**config.mk**
```make
export PLATFORM = sky130hd
export DESIGN_NAME = axis_differentiator_flat
export DESIGN_NICKNAME = d
export VERILOG_FILES = /design/src/rtl/axis_differentiator_pkg.sv /design/src/rtl/axis_differentiator_if.sv /design/src/rtl/axis_differentiator.sv /design/src/flat_wrapper.sv
export SDC_FILE = /design/constraint.sdc
export NUM_CORES = 1
export LEC_CHECK = 0
export ABC_AREA = 1
export CAP_MARGIN = 40
export CORE_MARGIN = 2
export CORE_UTILIZATION = 45
export DETAILED_ROUTE_END_ITERATION = 6
export GPL_TIMING_DRIVEN = 0
export PLACE_DENSITY = 0.71
export REMOVE_ABC_BUFFERS = 1
export SLEW_MARGIN = 20
export SYNTH_ARGS = -nofsm -noshare
export SYNTH_HDL_FRONTEND = slang
export SYNTH_SLANG_ARGS = --single-unit
```
**constraint.sdc**
```tcl
create_clock -name clk -period 5.1 [get_ports clk]
set_clock_uncertainty 0.15 [all_clocks]
set_input_delay 0.51 -clock clk [delete_from_list [all_inputs] [get_ports clk]]
set_output_delay 0.51 -clock clk [all_outputs]
set_load 0.005 [all_outputs]
```
**src/rtl/axis_differentiator_pkg.sv**
```systemverilog
// ----------------------------------------------------------------------------
// axis_differentiator_pkg
// Purpose : shared constants and types for the streaming differentiator.
// Contents: default sample width / parallelism and a signed sample type of
//           the default width.
// ----------------------------------------------------------------------------
package axis_differentiator_pkg;

    localparam int DEFAULT_SAMPLE_WIDTH     = 16;
    localparam int DEFAULT_PARALLEL_SAMPLES = 2;

    typedef logic signed [DEFAULT_SAMPLE_WIDTH-1:0] sample_t;

endpackage : axis_differentiator_pkg

```
**src/rtl/axis_differentiator_if.sv**
```systemverilog
// ----------------------------------------------------------------------------
// Axis_If
// Purpose : minimal AXI-Stream style channel (data, valid, ready) with a
//           derived transfer strobe ok = valid && ready.
// Modports: master drives data/valid and observes ready/ok;
//           slave drives ready and observes data/valid/ok.
// ----------------------------------------------------------------------------
interface Axis_If #(
    parameter int DWIDTH = 32
);
    logic [DWIDTH-1:0] data;
    logic              valid;
    logic              ready;
    logic              ok;

    assign ok = valid && ready;

    modport master (
        output data,
        output valid,
        input  ready,
        input  ok
    );

    modport slave (
        input  data,
        input  valid,
        output ready,
        input  ok
    );
endinterface : Axis_If

```
**src/rtl/axis_differentiator.sv**
```systemverilog
// ----------------------------------------------------------------------------
// axis_differentiator
// Purpose : first-difference filter on a multi-sample-per-beat stream,
//           y[k] = floor((x[k] - x[k-1]) / 2), one register stage.
// Ports   : clk      - clock, rising edge
//           reset    - synchronous reset, active low
//           data_in  - Axis_If slave, PARALLEL_SAMPLES samples per beat
//                      (sample 0 in the low bits, oldest in time)
//           data_out - Axis_If master, same packing as data_in
// ----------------------------------------------------------------------------
module axis_differentiator
    import axis_differentiator_pkg::*;
#(
    parameter int SAMPLE_WIDTH     = DEFAULT_SAMPLE_WIDTH,
    parameter int PARALLEL_SAMPLES = DEFAULT_PARALLEL_SAMPLES
) (
    input  logic   clk,
    input  logic   reset,
    Axis_If.slave  data_in,
    Axis_If.master data_out
);

    localparam int DW = SAMPLE_WIDTH * PARALLEL_SAMPLES;

    logic [DW-1:0]                  w_result;
    logic                           w_accept;
    logic signed [SAMPLE_WIDTH-1:0] r_prev;
    logic [DW-1:0]                  r_data;
    logic                           r_valid;

    // The output stage can take a new beat whenever it is empty or being
    // drained this cycle, so upstream sees a pure combinational pass-through.
    assign data_in.ready = data_out.ready || !r_valid;

    // Nothing enters state while reset is held, even if ok is high.
    assign w_accept = data_in.ok && reset;

    assign data_out.data  = r_data;
    assign data_out.valid = r_valid;

    // Per-sample difference. Sample 0 pairs with the last sample of the
    // previous accepted beat; the others pair with their lower neighbour.
    // The subtraction is one bit wider so it cannot wrap, and the arithmetic
    // shift floors the halving, which brings the result back into range.
    for (genvar gi = 0; gi < PARALLEL_SAMPLES; gi++) begin : g_diff
        logic signed [SAMPLE_WIDTH-1:0] w_cur;
        logic signed [SAMPLE_WIDTH-1:0] w_old;
        logic signed [SAMPLE_WIDTH:0]   w_diff;

        assign w_cur = data_in.data[gi*SAMPLE_WIDTH +: SAMPLE_WIDTH];

        if (gi == 0) begin : g_first
            assign w_old = r_prev;
        end else begin : g_rest
            assign w_old = data_in.data[(gi-1)*SAMPLE_WIDTH +: SAMPLE_WIDTH];
        end

        assign w_diff = {w_cur[SAMPLE_WIDTH-1], w_cur}
                      - {w_old[SAMPLE_WIDTH-1], w_old};

        assign w_result[gi*SAMPLE_WIDTH +: SAMPLE_WIDTH] =
            SAMPLE_WIDTH'(w_diff >>> 1);
    end

    always_ff @(posedge clk) begin
        if (!reset) begin
            r_valid <= 1'b0;
            r_data  <= '0;
            r_prev  <= '0;
        end else begin
            if (w_accept) begin
                // Load covers both the empty case and the drain-and-refill
                // case, so back-to-back transfers never insert a bubble.
                r_valid <= 1'b1;
                r_data  <= w_result;
                r_prev  <= data_in.data[DW-1 -: SAMPLE_WIDTH];
            end else if (data_out.ok) begin
                r_valid <= 1'b0;
            end
        end
    end

endmodule : axis_differentiator

```
**src/flat_wrapper.sv**
```systemverilog
// flat-port wrapper written by rule: the top's interface ports become plain ports
module axis_differentiator_flat import axis_differentiator_pkg::*;
#(
    parameter int SAMPLE_WIDTH     = DEFAULT_SAMPLE_WIDTH,
    parameter int PARALLEL_SAMPLES = DEFAULT_PARALLEL_SAMPLES
)
  (clk, reset, data_in_data, data_in_valid, data_in_ready, data_out_data, data_out_valid, data_out_ready);
  Axis_If #(.DWIDTH(((16) * (2)))) data_in_i ();
  Axis_If #(.DWIDTH(((16) * (2)))) data_out_i ();
  input  logic clk;
  input  logic reset;
  input wire logic [$bits(data_in_i.data)-1:0] data_in_data;
  input wire logic [$bits(data_in_i.valid)-1:0] data_in_valid;
  output wire logic [$bits(data_in_i.ready)-1:0] data_in_ready;
  output wire logic [$bits(data_out_i.data)-1:0] data_out_data;
  output wire logic [$bits(data_out_i.valid)-1:0] data_out_valid;
  input wire logic [$bits(data_out_i.ready)-1:0] data_out_ready;
  assign data_in_i.data = data_in_data;
  assign data_in_i.valid = data_in_valid;
  assign data_in_ready = data_in_i.ready;
  assign data_out_data = data_out_i.data;
  assign data_out_valid = data_out_i.valid;
  assign data_out_i.ready = data_out_ready;
  axis_differentiator #(.SAMPLE_WIDTH(SAMPLE_WIDTH), .PARALLEL_SAMPLES(PARALLEL_SAMPLES)) u_core (.clk(clk), .reset(reset), .data_in(data_in_i), .data_out(data_out_i));
endmodule
```
=== Yosys cells after proc, flatten, opt, wreduce, memory -nomap -nowiden ===
Cells that the tools add are included.

* Add/subtract/negate cells: 2
* Muxes and demuxes: 2
* Reductions and logical operators: 6

{| class="wikitable"
|+ Operators by type and width
! cell !! count
|-
| $sub A16 B16 Y17 || 2
|-
| $logic_and A1 B1 Y1 || 3
|-
| $mux W1 || 2
|-
| $reduce_bool A2 Y1 || 1
|-
| $logic_not A1 Y1 || 1
|-
| $logic_or A1 B1 Y1 || 1
|}

* Register bits after elaboration: 49
* Bits of input ports: 36
* Word-level logic and storage cells: 13

=== Logic depth before layout (Yosys ltp) ===
Gate-level depths: netlist of the first run.

* Depth in word-level cells: 5
* Gate-level depth with buffers: 14
* Mapped depth without buffers: 14

=== Least setup slack after synthesis of the first run ===
OpenSTA, ideal clock, no wires.

* Path type: input-to-reg
* Start: in data_in_data[0]
* End: reg u_core.r_data[15], in the netlist u_core.data_out.data[15]
* Library setup time: 0.113 ns
* Data arrival time: 1.633 ns
* Data required time: 4.837 ns
* Setup slack: 3.204 ns
* Stages: 14
* Cells stage by stage: inv_1 nand2_1 inv_1 fa_1 inv_1 nand2_1 nand2_1 nand3_1 nand2_2 nand2_2 nand2_1 nand2_1 nand3_1 nand2_1

* Cells in the longest elaborated chain, start to end: 1

{| class="wikitable"
|+ Ends and longest elaborated chain
! item !! line !! source
|-
| start, declared || flat_wrapper.sv:12 || <nowiki>input wire logic [$bits(data_in_i.data)-1:0] data_in_data;</nowiki>
|-
| $sub A16 B16 Y17 || axis_differentiator.sv:59 || <nowiki>- {w_old[SAMPLE_WIDTH-1], w_old};</nowiki>
|-
| end signal, assigned || axis_differentiator.sv:75 || <nowiki>r_data <= w_result;</nowiki>
|-
| end, declared || axis_differentiator.sv:28 || <nowiki>logic [DW-1:0] r_data;</nowiki>
|}

Every way passes these cells.
A chain may end at the register's enable or synchronous reset.

=== Final worst setup path of the first run ===
* Start: in data_in_data[1]
* End: reg u_core.r_data[15], in the netlist u_core.data_out.data[15]

Same word-level chain as after synthesis.

==> results of run 1 <==
## sequential cells by signal (all words and copies together), names as in the netlist
signal                 cells
u_core.g_diff.w_old       16
u_core.data_out.valid      1
u_core.data_out.data      32
## cell type report
class                           instances  share of cell area (%)
Inverter                              133                   10.87
Clock inverter                          1                  0.6541
Sequential cell                        49                   21.37
Tap cell                              105                   2.862
Timing Repair Buffer                   69                   15.04
Clock buffer                            7                   1.881
Multi-Input combinational cell        433                   47.32
## through the flow
| step | instances | total power, mW | cell area, um^2 | utilization (%) |
|---|---|---|---|---|
| 6_report | 797 | 1.111 | 4591 | 56.73 |
| 4_1_cts | 797 | 1.120 | 4591 | 56.73 |
| 3_5_place_dp | 789 | 0.8249 | 4474 | 55.29 |
| 3_3_place_gp | 789 | 0.8184 | 4474 | 55.29 |
| 5_1_grt | 797 | 1.193 | 4591 | 56.73 |
| 2_1_floorplan | 615 | 0.6794 | 3652 | - |
## worst max-delay path, stage by stage
cell                              delay [ps]
sky130_fd_sc_hd__clkdlybuf4s50_1         550
sky130_fd_sc_hd__inv_1                   110
sky130_fd_sc_hd__fa_1                    420
sky130_fd_sc_hd__inv_1                   120
sky130_fd_sc_hd__nand2_1                  80
sky130_fd_sc_hd__nand2_1                  80
sky130_fd_sc_hd__nand3_1                  90
sky130_fd_sc_hd__nand2_2                 130
sky130_fd_sc_hd__nand2_2                  60
sky130_fd_sc_hd__nand2_1                  60
sky130_fd_sc_hd__nand2_1                  40
sky130_fd_sc_hd__nand3_1                  60
sky130_fd_sc_hd__nand2_1                  50
## power by group through the flow
stage | sequential (mW) | combinational (mW) | clock (mW)
6_report | 0.434 | 0.382 | 0.295
5_1_grt | 0.439 | 0.439 | 0.316
4_1_cts | 0.435 | 0.384 | 0.301
3_5_place_dp | 0.443 | 0.382 | 0
3_3_place_gp | 0.442 | 0.377 | 0
2_1_floorplan | 0.445 | 0.234 | 0
## cell usage after synthesis (all sizes together)
cell type  count
xor2           1
buf            7
a21oi         25
o22ai          1
nor2          20
nor3           5
nand3         36
dfxtp         49
ha            30
inv          133
a32o           2
nand2        264
o21ai         26
nand4          4
xnor2          1
nand3b         5
or2            7
fa             2
clkbuf         1
and2           4
## metal layers
layer	part of all wire (%)	global-route usage [%]
met1	49	26.95
met2	46	35.58
met3	3.2	2.793
met4	1.7	5.435
met5	0	0
## worst max-delay path by stage
stage	startpoint	slack [ps]	endpoint	cells past startpoint
after floorplan	data_in_data[0]	3200	u_core.data_out.data[15]	14
after global placement	data_in_data[1]	2460	u_core.data_out.data[15]	13
after detailed placement	data_out_ready	2430	u_core.data_out.data[1]	7
after CTS	data_out_ready	2760	u_core.data_out.data[17]	7
after global routing	data_in_data[1]	2570	u_core.data_out.data[11]	13
final	data_in_data[1]	2790	u_core.data_out.data[15]	13
## cell families (layout without fill, tap and decap cells)
group	count (synthesis)	in the layout	synth area share (%)
buffers and inverters	141	210	14.95
AND/OR/NAND/NOR	345	345	39.22
adder cells (fa/ha/maj)	32	32	11.20
XOR/XNOR	2	2	0.4726
AO/OA/AOI/OAI	54	54	7.695
flip-flops	49	49	26.46
==> flow_summary_export.csv, run 1 <==
group,metric,value,unit
outcome,run_status,"complete, no violations",
final_layout,layout_common_cells,"sky130_fd_sc_hd__nand2_1 (254), sky130_fd_sc_hd__inv_1 (130), sky130_fd_sc_hd__clkdlybuf4s50_1 (69)",
clocking,cts_tree,"yes",
power_and_ir_drop,sw_frac_of_total,32.59,%
logic_synthesis,synthDistinctLibCells,31,
setup_path,data_arrival_at_the_endpoint_of_the_critical_path,2370,ps
worst_hold_path,hold-path-cell-count,2,
power_and_ir_drop,irDropWorstVdd,0.1339,mV
grt,global_route_wire_length_before_repair,14970,um
sta,final_critical_path_setup_slack,2792,ps
final_layout,final-seq-area,980.9,um^2
setup_path,crit_fanout,4,
place,port_buffers,69,
drt,avgRoutedWirePerCell,10.91,um
final_layout,layout.filler_cells,836,
floorplanning,die_height,94.77,um
sta,min_period_over_period,45.26,%
grt,grt_max_degree,37,
drt,vias,3725,
place,placement.setup.worst_slack,2428,ps
power_and_ir_drop,leakage,2.560,nW
final_layout,layout_cells_sized_above_1,3.902,%
clocking,holdBufCountCts,0,
logic_synthesis,synth.top_cell.area_share,26.46,%
final_layout,layout-area-overhead-vs-synth,23.83,%
flow_run,timing.max_cap.violations,0,
logic_synthesis,mean_syn_cell_area,5.951,um^2
sta,hold_slack,304.9,ps
power_and_ir_drop,clock_power_share,26.5,%
worst_hold_path,min_delay_worst_endpoint,"u_core.data_out.data[13]",
logic_synthesis,synth_area,3707,um^2
power_and_ir_drop,switchingPower,0.3620,mW
worst_hold_path,min-delay-start,"u_core.data_out.data[13]",
setup_path,worstReg2RegStart,"u_core.data_out.valid",
sta,grt_setup_unrepaired,"false",
setup_path,worst-setup-path-type,"primary input to register",
drt,antenna_left,0,
drt,drc,0,
final_layout,layout_commonest_cell,"sky130_fd_sc_hd__nand2_1",
sta,setup_tns,0,ps
floorplanning,die_area,8980,um^2
setup_path,required_time_of_the_critical_path,5160,ps
clocking,ctsRootBufferMaster,"sky130_fd_sc_hd__clkbuf_8",
grt,grt_use_total,20.61,%
logic_synthesis,netlist.top_cell.by_area,"sky130_fd_sc_hd__dfxtp_1",
sta,slew_headroom,62.84,%
clocking,cts_inserted_buffers,5,
place,place_hpwl,6872,um
clocking,cts-htree-levels,2,
grt,first_global_vias,3469,
sta,final_hold_viol_count,0,
drt,route.final.wire_length,8694,um
clocking,clk_latency,310,ps
grt,globalRoute.totalOverflow,0,
final_layout,multi_input_comb_area,2172,um^2
floorplanning,die-width,94.77,um
setup_path,regToRegSetupSlack,3200,ps
logic_synthesis,syn_inst,623,
logic_synthesis,synth-seq-area-share,26.46,%
sta,timing.final.setup_violations,0,
power_and_ir_drop,power.share.combinational,34.4,%
final_layout,num_antenna_cells,0,
clocking,clkTransAtPathRegs,90,ps
setup_path,crit_path_start_kind,"primary input",
drt,drt_pre_antenna_iters,4,
sta,timing.fmax,0.4333,GHz
grt,number_of_antenna_violations_at_the_first_check_in_global_routing,0,
clocking,clock_path_buffers,2,
final_layout,post_layout_nets,759,
logic_synthesis,ys_seq_elements,49,
sta,tightestPinTransition,556.6,ps
sta,layout_min_cycle_time,2308,ps
place,gp_routability_congestion,0.8783,
power_and_ir_drop,power_density,242.0,nW/um^2
clocking,postCtsSetupRepairBufs,0,
worst_hold_path,min_path_type,"register to register",
setup_path,setup.worst_path.end_class,"register",
floorplanning,io_pins,70,
clocking,post_cts_resized,0,
sta,final-max-slew-violation-count,0,
setup_path,ff2ff_path_depth,5,
floorplanning,initial_core_util,45.81,%
drt,initialDrtViolationCount,121,
drt,vias_per_cell,4.674,
floorplanning,design.core.area,8093,um^2
floorplanning,std_cell_rows,33,
logic_synthesis,yosys_warnings,0,
power_and_ir_drop,seq_pwr_share,39.1,%
logic_synthesis,ys_top_cells_by_area,"sky130_fd_sc_hd__dfxtp_1 (26%), sky130_fd_sc_hd__nand2_1 (26%), sky130_fd_sc_hd__inv_1 (13%), sky130_fd_sc_hd__ha_1 (10%), sky130_fd_sc_hd__nand3_1 (4.9%)",
clocking,clock_sink_count,49,
setup_path,timing.rr.end,"u_core.data_out.data[1]",
power_and_ir_drop,intPower,0.7489,mW
Note: power is estimated with default switching activity, not from simulation.
==> run 2, diff against run 1 <==
Clock period 5.1 ns to 2.15 ns, I/O delays scaled along.
==> run 2 against run 1 <==
Net effect:
- die area unchanged
- clock-buffer cell count is the same
- worst hold slack lost 38 ps
- sequential power is 140% higher
- wire length decreased by 0.37%
- design area grew 0.16%
- register-to-register slack got worse by 3000 ps
- critical path type unchanged
- first-iteration DRC count down 4.1%
- sequential share of layout area about the same
- critical endpoint is now u_core.data_out.data[1]
- flip-flop and latch count unchanged
- via count decreased by 0.32%
- cell count stayed put
==> flow_summary_export.csv, run 2 (same netlist as run 1, synthesis figures left out) <==
group,metric,value,unit
setup_path,data_arrival_at_the_endpoint_of_the_critical_path,2020,ps
floorplanning,die_height,94.77,um
setup_path,critical-path-max-stage-delay,450,ps
clocking,clk_latency,310,ps
setup_path,crit_path_start_kind,"primary input",
setup_path,timing.critical_path.max_delay_family,"buffers and inverters",
sta,timing.final.setup_violations,0,
power_and_ir_drop,sw_frac_of_total,32.57,%
drt,route.final.wire_length,8662,um
grt,grt_use_total,20.61,%
setup_path,critical-path-slowest-cell,"sky130_fd_sc_hd__clkdlybuf4s50_1",
power_and_ir_drop,irDropWorstVdd,0.3172,mV
sta,layout_min_cycle_time,1956,ps
final_layout,layout.cells.non_filler,797,
final_layout,layout_commonest_cell,"sky130_fd_sc_hd__nand2_1",
place,place_hpwl,6872,um
final_layout,layout-area-overhead-vs-synth,24.03,%
floorplanning,design.core.area,8093,um^2
final_layout,layout_cells_sized_above_1,4.480,%
floorplanning,die-width,94.77,um
final_layout,post_layout_nets,759,
drt,drt_pre_antenna_iters,4,
power_and_ir_drop,switchingPower,0.8587,mW
worst_hold_path,min_path_type,"primary input to register",
final_layout,largest_register_ff_count,32,
clocking,ctsRootBufferMaster,"sky130_fd_sc_hd__clkbuf_8",
grt,global_route_wire_length_before_repair,14970,um
drt,vias,3713,
sta,min_period_over_period,90.98,%
flow_run,timing.max_cap.violations,0,
setup_path,path_cells,"clkdlybuf4s50_1, inv_1, nand2_2, nand2_4, nand2_1, inv_2, a32o_1",
drt,drc,0,
sta,slew_headroom,63.00,%
power_and_ir_drop,report.power.total,2.636,mW
drt,avgRoutedWirePerCell,10.87,um
setup_path,required_time_of_the_critical_path,2210,ps
grt,number_of_antenna_violations_at_the_first_check_in_global_routing,0,
place,port_buffers,69,
clocking,clkTransAtPathRegs,100,ps
final_layout,layout_common_cells,"sky130_fd_sc_hd__nand2_1 (253), sky130_fd_sc_hd__inv_1 (128), sky130_fd_sc_hd__clkdlybuf4s50_1 (68)",
setup_path,critical_path_buf_inv_count,3,
power_and_ir_drop,power_density,573.3,nW/um^2
place,dp_cells,789,
setup_path,worst-setup-path-type,"primary input to register",
grt,grt_max_degree,37,
outcome,run_status,"complete, no violations",
place,gp_routability_congestion,0.8783,
setup_path,crit_fanout,30,
drt,antenna_left,0,
floorplanning,die_area,8980,um^2
floorplanning,std_cell_rows,33,
sta,tightestPinTransition,555.0,ps
clocking,cts_inserted_buffers,5,
sta,grt_setup_unrepaired,"false",
power_and_ir_drop,leakage,2.567,nW
power_and_ir_drop,seq_pwr_share,39.1,%
power_and_ir_drop,clock_power_share,26.5,%
grt,first_global_vias,3469,
floorplanning,io_pins,70,
clocking,cts_tree,"yes",
setup_path,setup.worst_path.end_class,"register",
grt,globalRoute.totalOverflow,0,
clocking,cts-htree-levels,2,
sta,timing.fmax,0.5112,GHz
floorplanning,initial_core_util,45.81,%
power_and_ir_drop,intPower,1.777,mW
final_layout,num_antenna_cells,0,
sta,final_hold_viol_count,0,
clocking,postCtsSetupRepairBufs,0,
clocking,clock_sink_count,49,
drt,initialDrtViolationCount,116,
power_and_ir_drop,power.share.combinational,34.4,%
drt,vias_per_cell,4.659,
sta,final-max-slew-violation-count,0,
clocking,clock_path_buffers,2,
## run 2: changes by cell type in the layout (fill, tap and decap cells not counted)
cell / previous run / this run
sky130_fd_sc_hd__clkdlybuf4s50_1: 69 / 68
sky130_fd_sc_hd__dlymetal6s2s_1: 0 / 1
sky130_fd_sc_hd__fa_1: 2 / 1
sky130_fd_sc_hd__fa_2: 0 / 1
sky130_fd_sc_hd__inv_1: 130 / 128
sky130_fd_sc_hd__inv_2: 3 / 5
sky130_fd_sc_hd__nand2_1: 254 / 253
sky130_fd_sc_hd__nand2_2: 9 / 10
## run 2: metrics by stage
step                worst slack, ps  utilization (%)  area (um^2)  hold slack (ps)  TNS, ps
floorplan                     483.7                -         3652            177.7        0
global placement             -197.6            55.29         4474            286.3    -2781
detailed placement           -226.9            55.29         4474            288.1    -3842
CTS                           109.3            56.73         4591            307.8        0
global route                  2.706            56.82         4598            300.8        0
finish                        194.0            56.82         4598            266.6        0
## run 2: tightest hold or removal path, stage by stage
cell	delay [ps]
sky130_fd_sc_hd__dlymetal6s2s_1	170
sky130_fd_sc_hd__fa_2	220
sky130_fd_sc_hd__o21ai_0	70
## run 2: repair_timing
action,in CTS,in global routing
hold buffers,0,0
endpoints found under the setup margin,0,4
gates resized for setup,0,5
endpoints found under the hold margin,0,0
## run 2: area by class of cell
class	count	area, um^2
Clock inverter	1	30.03
Inverter	133	499.2
Multi-Input combinational cell	433	2177
Timing Repair Buffer	69	693.2
Sequential cell	49	980.9
Clock buffer	7	86.33
Tap cell	105	131.4
Fill cell	834	3495
## run 2: power groups by stage
stage                     registers, mW  logic, mW  clock network, mW
final                              1.03      0.907              0.699
after global routing               1.04       1.04              0.749
after CTS                          1.03      0.911              0.715
after detailed placement           1.05      0.906                  0
after global placement             1.05      0.894                  0
after floorplan                    1.06      0.556                  0
## run 2: routing by layer
metal | vias to the layer above | track usage (%) | wire, um
met5 | - | 0 | 0
met4 | 0 | 5.435 | 151
met3 | 13 | 2.793 | 257
met2 | 72 | 35.58 | 4007
met1 | 1603 | 26.95 | 4246
li1 | 2025 | - | -
## run 2: worst paths after layout
| path | slack [ps] | cells after the start | from | to |
|---|---|---|---|---|
| worst max-delay path | 190 | 7 | data_out_ready | u_core.data_out.data[1] |
| worst min-delay path | 270 | 3 | data_in_data[1] | u_core.data_out.data[16] |
| worst max register to register | 250 | 5 | u_core.data_out.valid | u_core.data_out.data[1] |
| worst min register to register | 300 | 2 | u_core.data_out.data[13] | u_core.data_out.data[13] |
==> run 3, diff against run 2 <==
Settings changed: CTS_CLUSTER_SIZE from default to 12.
==> results of run 3 <==
Final layout, timing and power as in run 2 (identical DEF).
